File: config.mk
export PLATFORM = sky130hd
export DESIGN_NAME = multicycle_control_unit
export DESIGN_NICKNAME = d
export VERILOG_FILES = /design/src/rtl/ctrl_pkg.sv /design/src/rtl/alu_decoder.sv /design/src/rtl/multicycle_control_unit.sv
export SDC_FILE = /design/constraint.sdc
export NUM_CORES = 1
export LEC_CHECK = 0
export CAP_MARGIN = 0
export CORE_MARGIN = 3
export CORE_UTILIZATION = 34
export DETAILED_ROUTE_END_ITERATION = 8
export PLACE_DENSITY = 0.84
export SYNTH_ARGS = -nofsm -noshare
export SYNTH_HDL_FRONTEND = slang
export SYNTH_SLANG_ARGS = --single-unit
File: constraint.sdc
create_clock -name clk -period 1.3 [get_ports clk]
set_input_delay 0.26 -clock clk [delete_from_list [all_inputs] [get_ports clk]]
set_output_delay 0.26 -clock clk [all_outputs]
set_load 0.005 [all_outputs]
File: src/rtl/ctrl_pkg.sv
// Shared encodings for the multicycle processor control path: FSM states,
// instruction opcodes/functs, ALU function selects and ALU-op classes.
package ctrl_pkg;

    typedef enum logic [3:0] {
        S_FETCH    = 4'd0,
        S_DECODE   = 4'd1,
        S_MEMADR   = 4'd2,
        S_MEMREAD  = 4'd3,
        S_MEMWB    = 4'd4,
        S_MEMWRITE = 4'd5,
        S_EXECUTE  = 4'd6,
        S_ALUWB    = 4'd7,
        S_BRANCH   = 4'd8,
        S_ADDIEX   = 4'd9,
        S_ADDIWB   = 4'd10,
        S_JUMP     = 4'd11
    } state_t;

    localparam logic [5:0] OP_RTYPE = 6'b000000;
    localparam logic [5:0] OP_LW    = 6'b100011;
    localparam logic [5:0] OP_SW    = 6'b101011;
    localparam logic [5:0] OP_BEQ   = 6'b000100;
    localparam logic [5:0] OP_ADDI  = 6'b001000;
    localparam logic [5:0] OP_J     = 6'b000010;

    localparam logic [5:0] FUNCT_ADD = 6'b100000;
    localparam logic [5:0] FUNCT_SUB = 6'b100010;
    localparam logic [5:0] FUNCT_AND = 6'b100100;
    localparam logic [5:0] FUNCT_OR  = 6'b100101;
    localparam logic [5:0] FUNCT_SLT = 6'b101010;
    localparam logic [5:0] FUNCT_MUL = 6'b011000;

    localparam logic [2:0] ALU_AND = 3'b000;
    localparam logic [2:0] ALU_OR  = 3'b001;
    localparam logic [2:0] ALU_ADD = 3'b010;
    localparam logic [2:0] ALU_MUL = 3'b011;
    localparam logic [2:0] ALU_SUB = 3'b110;
    localparam logic [2:0] ALU_SLT = 3'b111;

    localparam logic [1:0] ALUOP_ADD   = 2'b00;
    localparam logic [1:0] ALUOP_SUB   = 2'b01;
    localparam logic [1:0] ALUOP_FUNCT = 2'b10;

endpackage

File: src/rtl/alu_decoder.sv
// Maps the FSM's ALU-op class and the R-type funct field to the ALU
// function select; flags functs the ALU cannot execute.
module alu_decoder
    import ctrl_pkg::*;
#(
    parameter bit MUL_EN = 1'b1
) (
    input  logic [1:0] aluop,
    input  logic [5:0] funct,
    output logic [2:0] alu_control,
    output logic       legal
);

    // funct decode only matters for ALUOP_FUNCT; fixed ops are always legal
    always_comb begin
        alu_control = ALU_ADD;
        legal       = 1'b1;
        case (aluop)
            ALUOP_ADD: alu_control = ALU_ADD;
            ALUOP_SUB: alu_control = ALU_SUB;
            ALUOP_FUNCT: begin
                case (funct)
                    FUNCT_ADD: alu_control = ALU_ADD;
                    FUNCT_SUB: alu_control = ALU_SUB;
                    FUNCT_AND: alu_control = ALU_AND;
                    FUNCT_OR:  alu_control = ALU_OR;
                    FUNCT_SLT: alu_control = ALU_SLT;
                    FUNCT_MUL: begin
                        alu_control = MUL_EN ? ALU_MUL : ALU_AND;
                        legal       = MUL_EN;
                    end
                    default: begin
                        alu_control = ALU_AND;
                        legal       = 1'b0;
                    end
                endcase
            end
            default: alu_control = ALU_AND;
        endcase
    end

endmodule

File: src/rtl/multicycle_control_unit.sv
// Main control FSM of the multicycle processor: sequences fetch, decode,
// execute, memory and writeback, and drives the datapath selects/enables.
//
//   state         | meaning
//   --------------+--------------------------------------------------
//   FETCH    (0)  | read instr at PC, PC+4 -> PC when memory ready
//   DECODE   (1)  | branch target -> ALUOut, dispatch on op
//   MEMADR   (2)  | A + sign-ext imm -> ALUOut (lw/sw address)
//   MEMREAD  (3)  | read data at ALUOut, wait for memory ready
//   MEMWB    (4)  | data register -> rt
//   MEMWRITE (5)  | write B at ALUOut, wait for memory ready
//   EXECUTE  (6)  | R-type ALU operation
//   ALUWB    (7)  | ALUOut -> rd
//   BRANCH   (8)  | A - B, PC <- ALUOut when zero
//   ADDIEX   (9)  | A + sign-ext imm
//   ADDIWB   (10) | ALUOut -> rt
//   JUMP     (11) | PC <- jump target
//   12..15        | unreachable; FETCH muxes, no enables, back to FETCH
module multicycle_control_unit
    import ctrl_pkg::*;
#(
    parameter bit         MUL_EN      = 1'b1,
    parameter logic [3:0] RESET_STATE = 4'd0
) (
    input  logic       clk,
    input  logic       reset,
    input  logic [5:0] op,
    input  logic [5:0] funct,
    input  logic       zero,
    input  logic       mem_ready,
    output logic       iord,
    output logic       alu_src_a,
    output logic [1:0] alu_src_b,
    output logic [2:0] alu_control,
    output logic [1:0] pc_src,
    output logic       mem_to_reg,
    output logic       reg_dst,
    output logic       ir_write,
    output logic       mem_write,
    output logic       reg_write,
    output logic       pc_en,
    output logic       illegal_instr,
    output logic [3:0] state_o
);

    state_t     state_q;
    state_t     state_d;
    logic [1:0] aluop;
    logic       use_alu;
    logic [2:0] dec_control;
    logic       dec_legal;
    logic       ir_write_raw;
    logic       mem_write_raw;
    logic       reg_write_raw;
    logic       pc_write;
    logic       branch;
    logic       illegal_raw;

    alu_decoder #(.MUL_EN(MUL_EN)) u_alu_decoder (
        .aluop      (aluop),
        .funct      (funct),
        .alu_control(dec_control),
        .legal      (dec_legal)
    );

    // State register; reset returns to FETCH, abandoning any instruction
    always_ff @(posedge clk) begin
        if (reset) state_q <= state_t'(RESET_STATE);
        else       state_q <= state_d;
    end

    // ALU-op class per state, kept apart from the main decode so the
    // decoder result feeds back without a combinational self-loop
    always_comb begin
        aluop   = ALUOP_ADD;
        use_alu = 1'b0;
        case (state_q)
            S_DECODE, S_MEMADR, S_ADDIEX: use_alu = 1'b1;
            S_EXECUTE: begin
                aluop   = ALUOP_FUNCT;
                use_alu = 1'b1;
            end
            S_BRANCH: begin
                aluop   = ALUOP_SUB;
                use_alu = 1'b1;
            end
            S_MEMREAD, S_MEMWB, S_MEMWRITE, S_ALUWB, S_ADDIWB, S_JUMP: use_alu = 1'b0;
            default: use_alu = 1'b1;
        endcase
    end

    // Next-state and datapath controls; unused selects stay 0
    always_comb begin
        state_d       = S_FETCH;
        iord          = 1'b0;
        alu_src_a     = 1'b0;
        alu_src_b     = 2'b00;
        pc_src        = 2'b00;
        mem_to_reg    = 1'b0;
        reg_dst       = 1'b0;
        ir_write_raw  = 1'b0;
        mem_write_raw = 1'b0;
        reg_write_raw = 1'b0;
        pc_write      = 1'b0;
        branch        = 1'b0;
        illegal_raw   = 1'b0;
        alu_control   = use_alu ? dec_control : 3'b000;
        case (state_q)
            S_FETCH: begin
                alu_src_b = 2'b01;
                if (mem_ready) begin
                    ir_write_raw = 1'b1;
                    pc_write     = 1'b1;
                    state_d      = S_DECODE;
                end else begin
                    state_d = S_FETCH;
                end
            end
            S_DECODE: begin
                alu_src_b = 2'b11;
                case (op)
                    OP_LW, OP_SW: state_d = S_MEMADR;
                    OP_RTYPE:     state_d = S_EXECUTE;
                    OP_BEQ:       state_d = S_BRANCH;
                    OP_ADDI:      state_d = S_ADDIEX;
                    OP_J:         state_d = S_JUMP;
                    default:      illegal_raw = 1'b1;
                endcase
            end
            S_MEMADR: begin
                alu_src_a = 1'b1;
                alu_src_b = 2'b10;
                state_d   = (op == OP_LW) ? S_MEMREAD : S_MEMWRITE;
            end
            S_MEMREAD: begin
                iord    = 1'b1;
                state_d = mem_ready ? S_MEMWB : S_MEMREAD;
            end
            S_MEMWB: begin
                mem_to_reg    = 1'b1;
                reg_write_raw = 1'b1;
            end
            S_MEMWRITE: begin
                iord          = 1'b1;
                mem_write_raw = 1'b1;
                state_d       = mem_ready ? S_FETCH : S_MEMWRITE;
            end
            S_EXECUTE: begin
                alu_src_a = 1'b1;
                if (dec_legal) state_d = S_ALUWB;
                else           illegal_raw = 1'b1;
            end
            S_ALUWB: begin
                reg_dst       = 1'b1;
                reg_write_raw = 1'b1;
            end
            S_BRANCH: begin
                alu_src_a = 1'b1;
                pc_src    = 2'b01;
                branch    = 1'b1;
            end
            S_ADDIEX: begin
                alu_src_a = 1'b1;
                alu_src_b = 2'b10;
                state_d   = S_ADDIWB;
            end
            S_ADDIWB: reg_write_raw = 1'b1;
            S_JUMP: begin
                pc_src   = 2'b10;
                pc_write = 1'b1;
            end
            default: alu_src_b = 2'b01;
        endcase
    end

    assign ir_write      = ir_write_raw & ~reset;
    assign mem_write     = mem_write_raw & ~reset;
    assign reg_write     = reg_write_raw & ~reset;
    assign pc_en         = (pc_write | (branch & zero)) & ~reset;
    assign illegal_instr = illegal_raw & ~reset;
    assign state_o       = state_q;

endmodule

# --- Word level (Yosys, flattened, before mapping) ---
# Index checks and enable logic that the tools add are counted.
classes:
  eq_ne: 24
  n_mux: 28
  bitwise_logic: 8
  reduce_logical: 12
op_table:
  columns: ["op", "count"]
  rows:
  - ["$eq 6x6->1 const B", 7]
  - ["$pmux 4 s7", 1]
  - ["$pmux 4 s5", 1]
  - ["$reduce_or 6->1", 3]
  - ["$eq 4x3->1 const B", 4]
  - ["$eq 4x4->1 const B", 4]
  - ["$mux 3", 5]
  - ["$pmux 3 s5", 1]
  - ["$mux 1", 14]
  - ["$pmux 3 s3", 1]
  - ["$eq 4x2->1 const B", 2]
  - ["$pmux 2 s2", 2]
  - ["$reduce_or 8->1", 1]
  - ["$and 1x1->1", 6]
  - ["$eq 6x2->1 const B", 1]
  - ["$eq 6x3->1 const B", 1]
  - ["$eq 6x4->1 const B", 1]
  - ["$eq 6x5->1 const B", 1]
  - ["$logic_not 6->1", 1]
  - ["$pmux 2 s3", 1]
  - ["$reduce_or 2->1", 3]
  - ["$eq 4x1->1 const B", 1]
  - ["$logic_not 4->1", 1]
  - ["$pmux 1 s2", 2]
  - ["other kinds (7)", 7]
word_totals:
  regBits: 4
  in_bits: 16
  output_inout_bits: 20
  word_cells: 73

# --- Logic depth before layout (Yosys ltp) ---
logic_depth:
  depth_word: 7
  mapped_depth: 5
  mapped_depth_nobuf: 4

# --- By module ---
# From an unflattened synthesis, not the netlist that was laid out.
hier_totals:
  cells_unflattened: 108
  hier_area_um2: 778.2
by_module_without_submodules:
  columns: ["mod", "instances", "cells_per_inst", "area_per_inst_um2", "seq_area_each_um2"]
  rows:
  - ["multicycle_control_unit", 1, 88, 643.1, 80.1]
  - ["alu_decoder", 1, 20, 135.1, 0.0]

# --- Least setup slack after synthesis ---
# No wires, ideal clock.
synth_path:
  path_type: "register to output"
  start: "register state_q[2], in the netlist state_o[2]"
  end: "output illegal_instr"
  t_arrival_ns: 1.266
  t_required_ns: 1.040
  path_slack_ns: -0.226
  stages_incl_launch_ff: 5
  n_path_buf: 1
  path_cell_list: "dfxtp_1 > buf_4 > nand2b_1 > or2_1 > o32ai_1"
synth_via:
  elab_chain_len: 7
  elab_cells_between_ends: 9
  classes_between: "eq/ne: 4; mux: 4; bitwise: 1"
synth_lines:
  columns: ["element", "line_no", "text"]
  rows:
  - ["start: declaration", "multicycle_control_unit.sv:46", "state_t state_q;"]
  - ["start signal: assignment", "multicycle_control_unit.sv:68", "if (reset) state_q <= state_t'(RESET_STATE);"]
  - ["start signal: assignment", "multicycle_control_unit.sv:69", "else state_q <= state_d;"]
  - ["$eq 4x4->1 / $eq 4x3->1 (equally long branches)", "multicycle_control_unit.sv:77, multicycle_control_unit.sv:108", null]
  - ["$pmux 2 s2", "multicycle_control_unit.sv:77", "case (state_q)"]
  - ["$eq 2x2->1", "alu_decoder.sv:18", "case (aluop)"]
  - ["$mux 1", "alu_decoder.sv:18", null]
  - ["$mux 1", "multicycle_control_unit.sv:150", "if (dec_legal) state_d = S_ALUWB;"]
  - ["$pmux 1 s2 (*)", "multicycle_control_unit.sv:108", "case (state_q)"]
  - ["$and 1x1->1 (*)", "multicycle_control_unit.sv:180", "assign illegal_instr = illegal_raw & ~reset;"]
  - ["end: declaration", "multicycle_control_unit.sv:42", "output logic illegal_instr,"]
# Mark *: on every way between the ends. The rest lies on a longest branch, timed or not.

# --- Worst setup path after layout ---
layout_path:
  start: "register state_q[3], in the netlist state_o[3]"
  end: "output pc_en"
layout_via:
  elab_chain_len: 5
  elab_cells_between_ends: 8
  classes_between: "eq/ne: 2; mux: 2; bitwise: 3; reduce/logical: 1"
layout_lines:
  columns: ["element", "line_no", "text"]
  rows:
  - ["$eq 4x4->1", "multicycle_control_unit.sv:108", null]
  - ["$mux 1", "multicycle_control_unit.sv:108", null]
  - ["$and 1x1->1", "multicycle_control_unit.sv:179", "assign pc_en = (pc_write | (branch & zero)) & ~reset;"]
  - ["$or 1x1->1 (*)", "multicycle_control_unit.sv:179", null]
  - ["$and 1x1->1 (*)", "multicycle_control_unit.sv:179", null]
  - ["end: declaration", "multicycle_control_unit.sv:41", "output logic pc_en,"]
# Marks and branches as above.

==> impl_metrics.csv <==
group,metric,value,unit
run_status,outcome,"finished with violations",
run_status,violations,"setup timing",
clocking,htree_levels,1,
layout,diodes,0,
worst_setup_path,cpLargestDelayFamily,"simple AND/OR/NAND/NOR gates",
worst_setup_path,critPathMostFrequentCell,"nor3_1",
synth,ys_types,39,
sta,rsz0062_at_grt,"true",
synth,synthAdderAreaFrac,0,%
sta,worst_slew_margin_rel,74.0,%
global_route,grt_pass1_vias,1176,
route,num_vias,1221,
hold_path,hold_class,"flip-flop to flip-flop",
synth,syn_inst,94,
route,drc,0,
worst_setup_path,regToRegSetupSlack,-300,ps
route,first_pass_iters,4,
synth,synth_compound_area_share,29.3,%
synth,ys_seq_area_share,12.2,%
worst_setup_path,start_kind,"flip-flop",
floorplanning,die-area,2500,um2
worst_setup_path,path_class,"flip-flop to output port",
floorplanning,rows,15,
layout,largest_reg_flops,4,
route,wl_per_cell,21.2,um
synth,syn-cell-area,658,um2
place,post-dp-hpwl,1960,um
synth,synth_top_family_by_area,"simple AND/OR/NAND/NOR gates",
sta,layout_worst_path_cycle_share,134,%
worst_setup_path,endpoint_kind,"output port",
synth,synth_mux_area_share,7.60,%
worst_setup_path,cp_cell_sequence,"buf_6 -> mux2i_1 -> nor3_1 -> a31oi_1 -> nor3_1 -> buf_2",
global_route,grt_pass1_wl,5250,um
floorplanning,fp.coreArea,1780,um2
sta,setup_viol_count_final,20,
clocking,clkSinkCount,4,
floorplanning,die_h,50.0,um
route,wl,4350,um
global_route,grt_max_degree,9,
sta,tightest_slew,387,ps
worst_setup_path,worstPathRequired,1040,ps
worst_setup_path,cp_num_buf_inv,2,
place,place_inst,182,
global_route,antenna_found_initial,0,
worst_setup_path,slowest_delay,330,ps
synth,synth_ff_type,"dfxtp_1",
job,maxCapViolCount,0,
worst_setup_path,worstPathArrival,1490,ps
place,dpl_worst_slack,-975,ps
sta,slew_viol_final,0,
layout,final_layout_size_suffix_gt1_share,68.9,%
synth,synthArstFlopShare,0,%
worst_setup_path,cp_slowest_cell,"dfxtp_2",
floorplanning,ios,36,
synth,yosys_warnings,0,
floorplanning,die_w,50.0,um
clocking,cts_max_path_buffers,2,
synth,synth_xor_area_share,3.99,%
clocking,cts_tree,"yes",
clocking,cts-root-buf,"clkbuf_4",
synth,synth-seq-cells,4,
layout,area_growth_syn_to_layout,150,%
route,drt.antenna.violating_nets,0,
sta,skew,17.6,ps
power_and_ir_drop,p_leak,0.758,nW
route,via_per_inst,5.96,
synth,postSynthAreaPerCell,7.00,um2
layout,final_nets,198,
layout,final_cells,205,
synth,synth_edf_count,0,
worst_setup_path,critical_path.max_fanout,7,
clocking,clk_latency,250,ps
sta,fin_ws,-445,ps
global_route,grt_usage,26.5,%
synth,synth-simple-area-share,41.8,%
place,gp_congestion,0.839,
floorplanning,initial_utilization,36.9,%
power_and_ir_drop,vdd_drop_max,0.000361,V
clocking,clkTransAtPathRegs,50,ps
global_route,overflow,0,
synth,synth_fp_nets,110,
power_and_ir_drop,power_density,372,nW/um2
place,port_buffers,35,
sta,hold_viol,0,
sta,fin_crit,1750,ps
power_and_ir_drop,p_total,0.000610,W
route,drt_iter0_drc,62,
sta,fmax,573,MHz
clocking,numCtsBuffers,3,
## area by class of cell
cell class | count | area, um2
Sequential cell | 4 | 90.1
Inverter | 2 | 7.51
Fill cell | 61 | 140
Multi-Input combinational cell | 83 | 791
Timing Repair Buffer | 88 | 701
Tap cell | 25 | 31.3
Clock buffer | 3 | 22.5
## cells in the final DEF, fill, tap and decap left out, types with 2 or more instances in the layout
master         instances
buf_4                 39
buf_2                 17
buf_6                 16
nand2b_4               7
dlygate4sd2_1          7
nand2_1                6
nor3_4                 4
mux2i_1                4
nor3_1                 4
o31a_1                 4
clkbuf_2               4
nor2_2                 3
a21oi_2                3
o21ai_2                3
nand3_1                3
nor2_1                 3
clkbuf_4               3
nor2_4                 2
xor2_1                 2
nand2b_1               2
nand3b_1               2
o21ai_1                2
o211ai_1               2
or4_4                  2
o22ai_1                2
buf_8                  2
dfxtp_2                2
dfxtp_4                2
## routing by layer
metal | share of wire, % | routed length (um) | GRT usage, %
met5 | 0 | 0 | 0
met2 | 49 | 2150 | 50.4
met4 | 6.0 | 259 | 9.22
met3 | 5.8 | 252 | 3.93
met1 | 39 | 1690 | 28.9
## report_power, final
group / leakage (nW) / total (W) / switching [W] / internal (W)
combinational: 0.709 / 0.000319 / 0.000154 / 0.000165
clock: 0.0138 / 0.000165 / 0.0000613 / 0.000104
sequential: 0.0349 / 0.000126 / 0.00000356 / 0.000123
total: 0.758 / 0.000610 / 0.000219 / 0.000392
## worst paths after layout
kind	to	depth (start not counted)	start
worst min-delay path	state_o[3]	1	state_o[2]
worst max register to register	state_o[2]	6	state_o[0]
worst min register to register	state_o[3]	1	state_o[2]
worst max-delay path	pc_en	6	state_o[3]
## logic make-up after synthesis
group	Yosys count
simple gates	48
compound gates	27
buf+inv	7
mux	5
flops	4
xor+xnor	3
## per-stage QoR
step | area (um2) | TNS [ps] | hold WS [ps] | utilization (%)
5_1_grt | 1640 | -5270 | 514 | 92.1
6_report | 1640 | -4650 | 509 | 92.1
3_5_place_dp | 1290 | -11050 | 499 | 72.2
2_1_floorplan | 698 | -102 | 344 | -
3_3_place_gp | 1290 | -10450 | 512 | 72.2
4_1_cts | 1480 | -3460 | 484 | 83.2
## worst reg2reg max path, delay by kind of cell, from the launching register on
family | cells | cell delay [ps]
AND/OR/NAND/NOR | 1 | 410
buffers and inverters | 2 | 260
AO/OA/AOI/OAI | 3 | 510
flip-flops | 1 | 320
## cell usage after synthesis (2+ instances only)
library cell | instances | share of area [%]
nand2b_1 | 9 | 8.6
nor3_1 | 8 | 6.1
nand2_1 | 7 | 4.0
nor2_1 | 7 | 4.0
mux2i_1 | 5 | 7.6
a21oi_1 | 4 | 3.0
dfxtp_1 | 4 | 12
nand3_1 | 4 | 3.0
o21ai_0 | 4 | 3.0
o31a_1 | 4 | 5.3
buf_2 | 3 | 2.3
inv_1 | 2 | 1.1
nand3b_1 | 2 | 2.3
nor2b_1 | 2 | 1.9
nor4bb_1 | 2 | 3.0
o211ai_1 | 2 | 2.3
o22ai_1 | 2 | 1.9
xor2_1 | 2 | 2.7
## timing repair
item | in CTS | in global routing
endpoints found under the setup margin | 24 | 20
buffers inserted | 12 | 11
gates resized for setup | 148 | 40
hold buffers | 0 | 0
cloned | 0 | 0
pin swaps | 26 | 21
Power figures use the tool's default switching activity.
